<file path="config.mk">
export PLATFORM = sky130hd
export DESIGN_NAME = dev_int_ctrl
export DESIGN_NICKNAME = d
export VERILOG_FILES = /design/src/rtl/dev_int_ctrl.sv
export SDC_FILE = /design/constraint.sdc
export NUM_CORES = 1
export LEC_CHECK = 0
export CORE_MARGIN = 5
export CORE_UTILIZATION = 40
export DETAILED_ROUTE_END_ITERATION = 10
export GPL_TIMING_DRIVEN = 1
export PLACE_DENSITY = 0.76
export SLEW_MARGIN = 20
export SYNTH_ARGS = -nofsm -noshare
export SYNTH_HDL_FRONTEND = slang
export SYNTH_SLANG_ARGS = --single-unit
</file>
<file path="constraint.sdc">
create_clock -name clk -period 2.9 [get_ports clk]
set_input_delay 0.58 -clock clk [delete_from_list [all_inputs] [get_ports clk]]
set_output_delay 0.58 -clock clk [all_outputs]
set_load 0.01 [all_outputs]
</file>
<file path="src/rtl/dev_int_ctrl.sv">
// dev_int_ctrl: eight-source interrupt controller with fixed priority,
// per-source edge/level mode, claim/EOI handshake and nested service.
module dev_int_ctrl #(
    parameter int NSRC = 8
) (
    input  logic            clk,
    input  logic            rst,
    output logic [31:0]     dev_out,
    input  logic [31:0]     dev_in,
    input  logic [7:0]      dev_addr,
    input  logic            dev_we,
    input  logic [NSRC-1:0] irq_src,
    output logic            irq_out
);

    localparam logic [5:0] A_ENABLE  = 6'd0;
    localparam logic [5:0] A_MODE    = 6'd1;
    localparam logic [5:0] A_PENDING = 6'd2;
    localparam logic [5:0] A_INSERV  = 6'd3;
    localparam logic [5:0] A_CLAIM   = 6'd4;
    localparam logic [5:0] A_EOI     = 6'd5;

    logic [NSRC-1:0] enable_q, enable_d;
    logic [NSRC-1:0] mode_q, mode_d;
    logic [NSRC-1:0] pend_q, pend_d;
    logic [NSRC-1:0] insv_q, insv_d;
    logic [NSRC-1:0] src_q;

    logic [5:0]      addr;
    logic [NSRC-1:0] rise;
    logic [NSRC-1:0] cand;
    logic [NSRC-1:0] clr;
    logic [NSRC-1:0] claim_clr;
    logic [2:0]      best;
    logic [2:0]      insv_top;
    logic            valid;
    logic            claim_fire;
    logic            unused_bits;

    assign addr        = dev_addr[7:2];
    assign rise        = irq_src & ~src_q;
    assign cand        = pend_q & enable_q;
    assign claim_fire  = dev_we && (addr == A_CLAIM) && valid;
    assign irq_out     = valid;
    assign unused_bits = ^{dev_in[31:NSRC], dev_addr[1:0]};

    // Fixed priority: lowest index wins, for candidates and in-service.
    always_comb begin
        best     = 3'd0;
        insv_top = 3'd0;
        for (int i = NSRC - 1; i >= 0; i--) begin
            if (cand[i]) best = 3'(i);
            if (insv_q[i]) insv_top = 3'(i);
        end
        valid = (cand != '0) && ((insv_q == '0) || (best < insv_top));
    end

    // Register writes, claim and EOI bookkeeping.
    always_comb begin
        enable_d  = enable_q;
        mode_d    = mode_q;
        insv_d    = insv_q;
        claim_clr = '0;
        if (claim_fire) begin
            claim_clr[best] = 1'b1;
            insv_d[best]    = 1'b1;
        end
        if (dev_we) begin
            if (addr == A_ENABLE) enable_d = dev_in[NSRC-1:0];
            if (addr == A_MODE) mode_d = dev_in[NSRC-1:0];
            if (addr == A_EOI) insv_d[dev_in[2:0]] = 1'b0;
        end
    end

    // Pending update: edge mode latches until cleared (set wins), level follows source.
    always_comb begin
        clr    = claim_clr;
        pend_d = pend_q;
        if (dev_we && (addr == A_PENDING)) clr = clr | dev_in[NSRC-1:0];
        for (int i = 0; i < NSRC; i++) begin
            if (mode_q[i]) pend_d[i] = rise[i] | (pend_q[i] & ~clr[i]);
            else           pend_d[i] = irq_src[i];
        end
    end

    // Read mux straight from current state.
    always_comb begin
        dev_out = '0;
        case (addr)
            A_ENABLE:  dev_out[NSRC-1:0] = enable_q;
            A_MODE:    dev_out[NSRC-1:0] = mode_q;
            A_PENDING: dev_out[NSRC-1:0] = pend_q;
            A_INSERV:  dev_out[NSRC-1:0] = insv_q;
            A_CLAIM:   dev_out = {valid, 28'b0, best};
            default:   dev_out = '0;
        endcase
    end

    // State registers with asynchronous clear.
    always_ff @(posedge clk or posedge rst) begin
        if (rst) begin
            enable_q <= '0;
            mode_q   <= '0;
            pend_q   <= '0;
            insv_q   <= '0;
            src_q    <= '0;
        end else begin
            enable_q <= enable_d;
            mode_q   <= mode_d;
            pend_q   <= pend_d;
            insv_q   <= insv_d;
            src_q    <= irq_src;
        end
    end

endmodule

</file>
==> key figures, run 1 <==
Outcome
  – Status: complete, but fails checks
  – Violated checks: negative setup slack

Drt
  – Drt first-iter violations: 176
  – DRT Pass-1 Iters: 6
  – DR WL/cell: 15.9 um
  – Detail Route Antenna Nets: 0
  – Total wire length: 6260 um
  – Via density: 5.31
  – # DRC: 0
  – Vias: 2092

STA
  – Fmax: 339 MHz
  – Final setup vio count: 2
  – PnR worst setup slack: -0.0470 ns
  – Period utilisation layout: 1.02
  – RSZ-0062 raised after global routing: true
  – Fin crit period: 2.95 ns
  – Slew Limit Fails: 0
  – Final hold slack: 0.550 ns
  – Clock Skews: 0.00917 ns
  – Final Hold Vio Count: 0

Worst setup path
  – Max stage delay on crit path: 0.39 ns
  – Worst path required time: 2.32 ns
  – Crit. End Element: output pin
  – Arrival time at the worst endpoint: 2.37 ns
  – RR Endpoint: insv_q[0]
  – WS Path Type: reg2out
  – Crit path max-delay family: compound AO/OA/AOI/OAI gates
  – Worst R2R Setup Slack: 0.40 ns
  – Worst R2R Start: pend_q[7]
  – Worst path slowest cell: dfrtp_1
  – Worst reg-to-reg path cell count: 12
  – Crit-path cells: a22o_1 > a21o_1 > nand3_2 > inv_2 > ha_4 > o21a_1 > nor2_1 > a41o_1 > a21oi_2 > nor3_2 > buf_2
  – Critical path buffer and inverter count: 2
  – Crit start category: flip-flop
  – Worst-path fanout max: 3

Synthesis
  – Synth warn: 0
  – Area share of the largest cell type after synthesis: 0.418
  – Register area share after synthesis: 0.418
  – EDFF count, synth: 0
  – Syn Area/Cell: 10.2 um2
  – Post-Syn Area: 2390 um2
  – Largest cells by area after synthesis: dfrtp_1, mux2_2, mux4_2
  – Top_reg_cell synth: dfrtp_1
  – Yosys cell types: 45
  – Area leader, netlist: dfrtp_1
  – FF+latch count, synth: 40
  – Ys async rst share: 1.00
  – Synthesized instance count: 235

Worst hold path
  – Hold WC Path Type: reg2reg
  – Endpoint, Worst Hold: pend_q[7]
  – Hold Path Stages: 2
  – Worst hold start: src_q[7]

Power and ir drop
  – Static leakage: 1.51 nW
  – Clock network fraction of design power: 0.304
  – Logic gate share of total power: 0.293
  – Overall power: 1.62 mW
  – Switching pwr: 457 uW
  – Max VDD drop: 0.240 mV
  – PD cells: 497 nW/um2
  – Flop pwr share: 0.403
  – Internal power: 1.17 mW
  – Switching Fraction: 0.282

Floorplanning
  – DIE AREA: 7630 um2
  – Die height: 87.4 um
  – Row count: 28
  – Core ar.: 5890 um2
  – Die Width: 87.4 um
  – I/O pin cnt: 84
  – Starting Density: 0.407

Placed design
  – HPWL Detailed: 4730 um
  – Placer Congestion: 0.855
  – IO Port Bufs: 34

Finish
  – FILL cells: 512
  – Area growth from synthesis to layout: 36.5%
  – Layout Nets: 371
  – Layout cells sized above 1: 0.313
  – Register Area: 1000 um2
  – Area occupied by multi-input gates: 1300 um2
  – N_diodes: 0

Clocking
  – Clock Sinks: 40
  – CTS clk-pin slew, worst paths: 0.08 ns
  – H-Tree Depth: 2
  – CTS root buf: clkbuf_8
  – Clock Latency Late Sink: 0.30 ns
  – Clk buf depth: 2
  – Num CTS Buffers: 5
  – CTS tree: yes
  – CTS Hold Buffers Added: 0

Global routing
  – Global-route wire length before repair: 10200 um
  – Largest net degree at the start of global routing: 41
  – Initial antenna violation count: 0
  – Vias in the first global route: 2109
  – Total gr overflow: 0
  – GRT Util Overall: 0.173

Run
  – Max_cap viols: 0
kinds of logic (layout without fill, tap and decap cells):
| logic type | count (synthesis) | in the layout | synth area share |
|---|---|---|---|
| multiplexers | 24 | 24 | 0.150 |
| AND/OR/NAND/NOR | 74 | 74 | 0.159 |
| flip-flops | 40 | 40 | 0.418 |
| adder cells (fa/ha/maj) | 2 | 2 | 0.0104 |
| AO/OA/AOI/OAI | 52 | 52 | 0.155 |
| other | 1 | 23 | 0.00157 |
| buffers and inverters | 42 | 104 | 0.106 |
power by group through the flow:
| stage | registers (mW) | logic [mW] | clock network (mW) |
|---|---|---|---|
| global route | 0.661 | 0.522 | 0.523 |
| global placement | 0.658 | 0.434 | 0 |
| floorplan | 0.662 | 0.263 | 0 |
| finish | 0.654 | 0.476 | 0.494 |
| detailed placement | 0.661 | 0.443 | 0 |
| CTS | 0.652 | 0.444 | 0.502 |
cells in the mapped netlist, types with 4 or more instances:
cell / number
inv_1: 13
a22o_1: 12
nand3_1: 8
nor3_1: 5
nor2b_1: 6
nor2_1: 10
mux4_2: 8
buf_4: 23
a21oi_1: 16
mux2_2: 16
nand2_1: 30
dfrtp_1: 40
o211ai_1: 4
per-stage QoR:
step	instances	worst slack, ns	util	TNS (ns)	cell area (um2)
4_1_cts	393	-0.0252	0.545	-0.0252	3210
2_1_floorplan	257	0.152	-	0	2480
3_3_place_gp	385	-0.187	0.523	-0.870	3080
6_report	394	-0.0470	0.555	-0.0894	3270
3_5_place_dp	385	-0.166	0.523	-0.850	3080
5_1_grt	394	-0.171	0.555	-0.327	3270
repair_timing:
item,CTS,global route
hold endpoints to repair,0,0
cloned,0,0
buffers inserted,0,1
setup endpoints to repair,10,2
pin swaps,3,7
resized for setup,20,10
cell usage in the layout (no fill, tap or decap), types with 3 or more instances in the layout:
cell type,synthesis,routed
a22o_1,12,12
clkdlybuf4s50_1,0,24
nor3_1,5,4
nand2_1,30,30
inv_1,13,12
mux2_2,16,16
o21a_1,3,3
nor2b_1,6,6
dlygate4sd2_1,0,8
a21oi_1,16,15
mux4_2,8,8
buf_4,23,48
o211ai_1,4,4
nand3_1,8,7
dfrtp_1,40,40
nor2_1,10,9
conb_1,1,23
clkbuf_8,0,7
worst reg2reg max path: stages (launching register included):
cell	delay [ns]
dfrtp_1	0.39
a22o_1	0.28
a21o_1	0.22
nand3_2	0.09
inv_2	0.05
ha_4	0.25
o21a_1	0.12
nor2_1	0.05
a41o_1	0.22
buf_4	0.14
buf_4	0.15
o211ai_1	0.28
a21oi_1	0.13
registers in the layout (all words and copies together), names as in the netlist:
signal    cells
pend_q        8
mode_q        8
insv_q        8
enable_q      8
src_q         8
worst max path at each step:
stage                     cells after the start           to   startpoint
after global placement                       11  dev_out[31]    pend_q[5]
after floorplan                              11  dev_out[31]    pend_q[7]
final                                        11  dev_out[31]    pend_q[7]
after global routing                         12      irq_out    pend_q[4]
after CTS                                    11  dev_out[31]  enable_q[7]
after detailed placement                      6  dev_out[31]  dev_addr[5]
final cells by class:
| cell class | count | share of cell area |
|---|---|---|
| inverters | 13 | 0.0149 |
| repair buffers | 83 | 0.214 |
| flip-flops and latches | 40 | 0.306 |
| clock buffers | 7 | 0.0295 |
| clock inverters | 1 | 0.00918 |
| well taps | 75 | 0.0287 |
| multi-input cells | 175 | 0.397 |
per-layer routing:
| metal | vias up | share of wire | GRT usage |
|---|---|---|---|
| met4 | 0 | 0.018 | 0.0544 |
| li1 | 983 | - | - |
| met2 | 73 | 0.48 | 0.284 |
| met1 | 1024 | 0.42 | 0.227 |
| met5 | - | 0 | 0 |
| met3 | 12 | 0.074 | 0.0369 |
No activity file was read; power rests on OpenSTA's default activity.
==> run 2, diff against run 1 <==
Settings changed: ABC_CLOCK_PERIOD_IN_PS set to 2900, CORE_UTILIZATION 40 to 45, PLACE_DENSITY 0.76 to 0.84, REMOVE_ABC_BUFFERS set to 1.
==> run 2 against run 1 <==
Against the previous run:
- non-clock buffer count grew 6
- critical path depth is 3 lower
- the flow still finishes with violations (negative setup slack)
- utilization rose by 8.2 points
- global-route usage rose by 3.6 points
- wire length is 13% higher
- sequential power is essentially flat
- die area decreased by 9.9%
- clock power down 8.7%
- highest routed layer unchanged
- via count increased by 6.5%
- first-iteration DRC count rose by 64%
- sequential share of layout area shrank 0.070 points
==> key figures, run 2 (synthesis results as in run 1) <==
Finish
  – Layout Nets: 377
  – Register Area: 1000 um2
  – Area growth from synthesis to layout: 36.8%
  – Final Util: 0.638
  – Area occupied by multi-input gates: 1290 um2
  – Layout cells sized above 1: 0.317
  – Commonest non-fill, non-tap cells in the layout: buf_4, dfrtp_1, nand2_1, clkdlybuf4s50_1, conb_1
  – Most common cell after layout, fill and taps aside: buf_4
  – N_diodes: 0
  – FILL cells: 416

Worst setup path
  – Crit. End Element: output pin
  – Worst reg-to-reg path cell count: 9
  – Worst-path fanout max: 2
  – Crit start category: flip-flop
  – Arrival time at the worst endpoint: 2.42 ns
  – WS Path Type: reg2out
  – Worst path required time: 2.32 ns

Drt
  – DR WL/cell: 17.9 um
  – Via density: 5.64
  – Detail Route Antenna Nets: 0
  – DRT Pass-1 Iters: 6
  – # DRC: 0
  – Total wire length: 7070 um
  – Vias: 2227
  – Drt first-iter violations: 289

Placed design
  – HPWL Detailed: 5210 um
  – Pre-CTS setup slack: -0.332 ns
  – IO Port Bufs: 34
  – Placer Congestion: 0.934

Floorplanning
  – DIE AREA: 6880 um2
  – Row count: 26
  – Core ar.: 5140 um2
  – I/O pin cnt: 84
  – Starting Density: 0.466
  – Die height: 83.0 um
  – Die Width: 83.0 um

STA
  – TNS Setup: -0.198 ns
  – RSZ-0062 raised after global routing: true
  – Final Hold Vio Count: 0
  – Max_slew headroom: 0.652
  – Period utilisation layout: 1.03
  – Clock Skews: 0.00766 ns
  – Slew Limit Fails: 0
  – Fin crit period: 3.00 ns
  – Least-Margin Pin Slew: 0.517 ns
  – Fmax: 333 MHz
  – PnR worst setup slack: -0.101 ns
  – Final setup vio count: 2

Global routing
  – Grt met3 use: 0.0624
  – Total gr overflow: 0
  – Vias in the first global route: 2302
  – Met2 GRT Util: 0.362
  – Initial antenna violation count: 0
  – Largest net degree at the start of global routing: 41
  – GR peak layer: met2
  – GRT Util Overall: 0.209
  – Global-route wire length before repair: 11600 um
  – Met1 Use GR: 0.246

Outcome
  – Violated checks: negative setup slack
  – Status: complete, but fails checks

Power and ir drop
  – PD cells: 485 nW/um2
  – Static leakage: 1.54 nW
  – Max VDD drop: 0.266 mV

Clocking
  – CTS clk-pin slew, worst paths: 0.08 ns
  – Num CTS Buffers: 5
  – Clk buf depth: 2
  – H-Tree Depth: 2
  – CTS root buf: clkbuf_8
  – Clock Sinks: 40
  – CTS tree: yes
  – Clock Latency Late Sink: 0.30 ns

Run
  – Max_cap viols: 0

Worst hold path
  – Hold Path Stages: 2
  – Hold WC Path Type: reg2reg
-- run 2: changes by cell type in the layout (fill, tap and decap cells not counted) --
| cell | delta |
|---|---|
| buf_4 | +6 |
| clkbuf_1 | +1 |
| clkbuf_8 | -2 |
| clkinv_2 | +1 |
| ha_1 | +1 |
| ha_4 | -1 |
| inv_1 | +1 |
| inv_2 | -1 |
| o311ai_1 | +1 |
| o311ai_2 | -1 |
| o32ai_1 | -1 |
| o32ai_2 | +1 |
-- run 2: final timing paths --
check / slack (ns) / endpoint / from
worst max-delay path: -0.10 / dev_out[31] / insv_q[0]
worst min-delay path: 0.55 / pend_q[7] / src_q[7]
worst max register to register: 0.38 / pend_q[6] / insv_q[0]
worst min register to register: 0.55 / pend_q[7] / src_q[7]
max in group asynchronous: 1.85 / enable_q[0] / rst
min in group asynchronous: 0.71 / insv_q[2] / rst
-- run 2: final cells by class --
type | count | area share
repair buffers | 89 | 0.228
clock inverters | 2 | 0.0107
inverters | 13 | 0.0149
clock buffers | 6 | 0.0221
multi-input cells | 175 | 0.393
flip-flops and latches | 40 | 0.305
well taps | 70 | 0.0267
-- run 2: power by group --
part           internal (mW)  switching (mW)  leakage (nW)
registers              0.612          0.0429         0.471
logic                  0.248           0.237          1.01
clock network          0.255           0.196        0.0552
-- run 2: per-stage QoR --
stage	std cells	hold WS (ns)	power (mW)	area, um2
finish	395	0.551	1.59	3280
floorplan	228	0.521	0.890	2270
detailed placement	384	0.541	1.11	3100
global route	395	0.587	1.66	3280
CTS	395	0.553	1.58	3270
global placement	384	0.537	1.09	3100
-- run 2: what timing repair did --
item	4_1_cts	5_1_grt
gates resized for setup	25	3
hold buffers	0	0
endpoints found under the setup margin	10	2
cloned	0	0
setup buffers	3	0
pin swaps	5	4
-- run 2: critical path, stage by stage (launching register included) --
cell and delay [ns]:
dfrtp_1 0.42, nor4_4 0.35, o41ai_2 0.16, ha_1 0.36, a211oi_2 0.26, o21a_1 0.21, a21oi_2 0.09, nor3_2 0.11
buf_2 0.16
-- run 2: layer usage --
layer	vias to the layer above	wire (um)
li1	999	-
met1	1069	2770
met2	129	3510
met3	30	588
met4	0	210
met5	-	0
==> patch: new RTL, flow settings as in run 2 <==
Reset style: synchronous (`rst`), changed in one clocked block. Comments in the files are not updated.
--- a/src/rtl/dev_int_ctrl.sv
+++ b/src/rtl/dev_int_ctrl.sv
@@ -97,7 +97,7 @@
     end
 
     // State registers with asynchronous clear.
-    always_ff @(posedge clk or posedge rst) begin
+    always_ff @(posedge clk) begin
         if (rst) begin
             enable_q <= '0;
             mode_q   <= '0;
Function: differs if rst is asserted again (counterexample within 4 cycles, from zero or initial values and one cycle with rst high); with rst held inactive, the same outputs for 4 cycles.
==> patch against run 2 <==
Cell count up 6.1%. Synthesized cell count increased by 13%. Core utilization down 0.58 points. Synthesized area is 0.31% lower. Routed wire length down 5.2%. Via count grew 4.8%. Sequential cell count unchanged. Register-to-register slack improved by 0.07 ns. Clock skew increased by 0.0020 ns. Worst setup slack gained 0.18 ns. Global-route usage fell by 1.5 points. Final area is 0.92% lower. Sequential share of layout area decreased by 5.8 points. Critical path type is now in2out. Largest cell class unchanged. Highest routed layer unchanged.
Power is not compared: it rests on default switching activity, and its combinational part moved more than twofold at a synthesized area within 25%.
==> patch: results (changes against run 2) <==
<table>
<tr><th>Metric</th><th>Value</th></tr>
<tr><th colspan="2">Setup path</th></tr>
<tr><td>Arrival time of the worst setup path</td><td>2.24 ns (-0.18 ns)</td></tr>
<tr><td>Crit Reg-Reg Startpoint</td><td>enable_q[1]</td></tr>
<tr><td>Critical path capture point</td><td>dev_out[2]</td></tr>
<tr><td>Source of the critical timing path</td><td>dev_addr[6]</td></tr>
<tr><td>Crit Path Max Fanout</td><td>4 (+2)</td></tr>
<tr><th colspan="2">Logic synthesis</th></tr>
<tr><td>Compound-cell area share of the yosys netlist</td><td>19.8% (+4.2 points)</td></tr>
<tr><td>Most common library cells after synthesis</td><td>sky130_fd_sc_hd__dfxtp_1, sky130_fd_sc_hd__nand2_1, sky130_fd_sc_hd__buf_4</td></tr>
<tr><td>Synthesized-area fraction occupied by adder cells</td><td>1.05% (+0.0033 points)</td></tr>
<tr><td>Async SR Flop Fraction</td><td>0% (-100 points)</td></tr>
<tr><td>Area contributors post-synth</td><td>sky130_fd_sc_hd__dfxtp_1, sky130_fd_sc_hd__buf_4, sky130_fd_sc_hd__mux4_2</td></tr>
<tr><th colspan="2">Detailed routing</th></tr>
<tr><td>Via count</td><td>2333 (+4.8%)</td></tr>
<tr><td>Initial DRT Pass Iterations</td><td>4 (-2)</td></tr>
<tr><td>Final Routed Wirelength</td><td>6710 µm (-5.2%)</td></tr>
<tr><td>DR iter-0 viols</td><td>190 (-34%)</td></tr>
<tr><th colspan="2">Run status</th></tr>
<tr><td>Run status</td><td>finished, final reports clean</td></tr>
<tr><th colspan="2">Cells and area</th></tr>
<tr><td>Layout fillers</td><td>431 (+3.6%)</td></tr>
<tr><td>Share of final-layout standard cells stronger than drive strength 1</td><td>28.1% (-3.6 points)</td></tr>
<tr><th colspan="2">Global routing</th></tr>
<tr><td>Global-route wire length before repair</td><td>10800 µm (-7.1%)</td></tr>
<tr><td>GRT Util Overall</td><td>19.4% (-1.5 points)</td></tr>
<tr><td>Met2 track demand over resource</td><td>32.2% (-3.9 points)</td></tr>
<tr><td>Routing usage on met1</td><td>23.2% (-1.5 points)</td></tr>
<tr><th colspan="2">Timing</th></tr>
<tr><td>Clock skew</td><td>0.00965 ns (+0.00199 ns)</td></tr>
<tr><td>Worst-case hold slack</td><td>0.487 ns (-0.0637 ns)</td></tr>
<tr><td>Measured slew at the worst slew-check pin</td><td>0.551 ns (+0.0337 ns)</td></tr>
<tr><th colspan="2">Min path</th></tr>
<tr><td>End of the worst hold path</td><td>pend_q[0]</td></tr>
<tr><th colspan="2">Place</th></tr>
<tr><td>Minimum setup slack after placement</td><td>-0.247 ns (+0.0846 ns)</td></tr>
<tr><td>HPWL reported at the end of detailed placement</td><td>5130 µm (-1.6%)</td></tr>
</table>
-- patch: changes by cell type in the layout (fill, tap and decap cells not counted), sizes merged, moves of 6 or more --
cell / run 2 / this run
nor2b: 6 / 13
a22o: 12 / 5
mux2i: 0 / 12
nor2: 11 / 23
o21ai: 1 / 10
dfxtp: 0 / 40
dfrtp: 40 / 0
a211oi: 1 / 7
a21oi: 16 / 10
mux2: 16 / 0
-- patch: cell families (layout without fill, tap and decap cells) --
family	Yosys count	count (layout)
flops	40	40
simple gates	98	98
fa+ha+maj	2	2
compound gates	61	61
mux	20	20
other cells	1	23
buf+inv	43	105
-- patch: metrics by stage --
step                instance area, µm²  utilization (%)  instances  power (mW)
floorplan                         2240                -        254       0.627
global placement                  3070             59.6        407       0.709
detailed placement                3070             59.6        407       0.713
CTS                               3200             62.2        418        1.09
global route                      3250             63.2        419        1.14
finish                            3250             63.2        419        1.08
-- patch: area by class of cell --
type | count | area (µm²) | share of cell area (%)
multi-input combinational | 204 | 1480 | 45.4
clock inverter | 2 | 10.0 | 0.308
timing repair buffer | 87 | 751 | 23.1
tap | 70 | 87.6 | 2.70
sequential | 40 | 803 | 24.7
inverter | 10 | 37.5 | 1.16
clock buffer | 6 | 82.6 | 2.54
-- patch: critical path: stages --
cell and delay, ns:
sky130_fd_sc_hd__clkdlybuf4s50_1 0.42, sky130_fd_sc_hd__or4b_4 0.57, sky130_fd_sc_hd__nor3_4 0.21, sky130_fd_sc_hd__o2bb2ai_1 0.17
sky130_fd_sc_hd__dlygate4sd2_1 0.30
-- patch: routing by layer --
layer	vias up	part of all wire, %
met3	31	8.7
met2	133	48
li1	1089	-
met5	-	0
met4	0	4.1
met1	1080	40
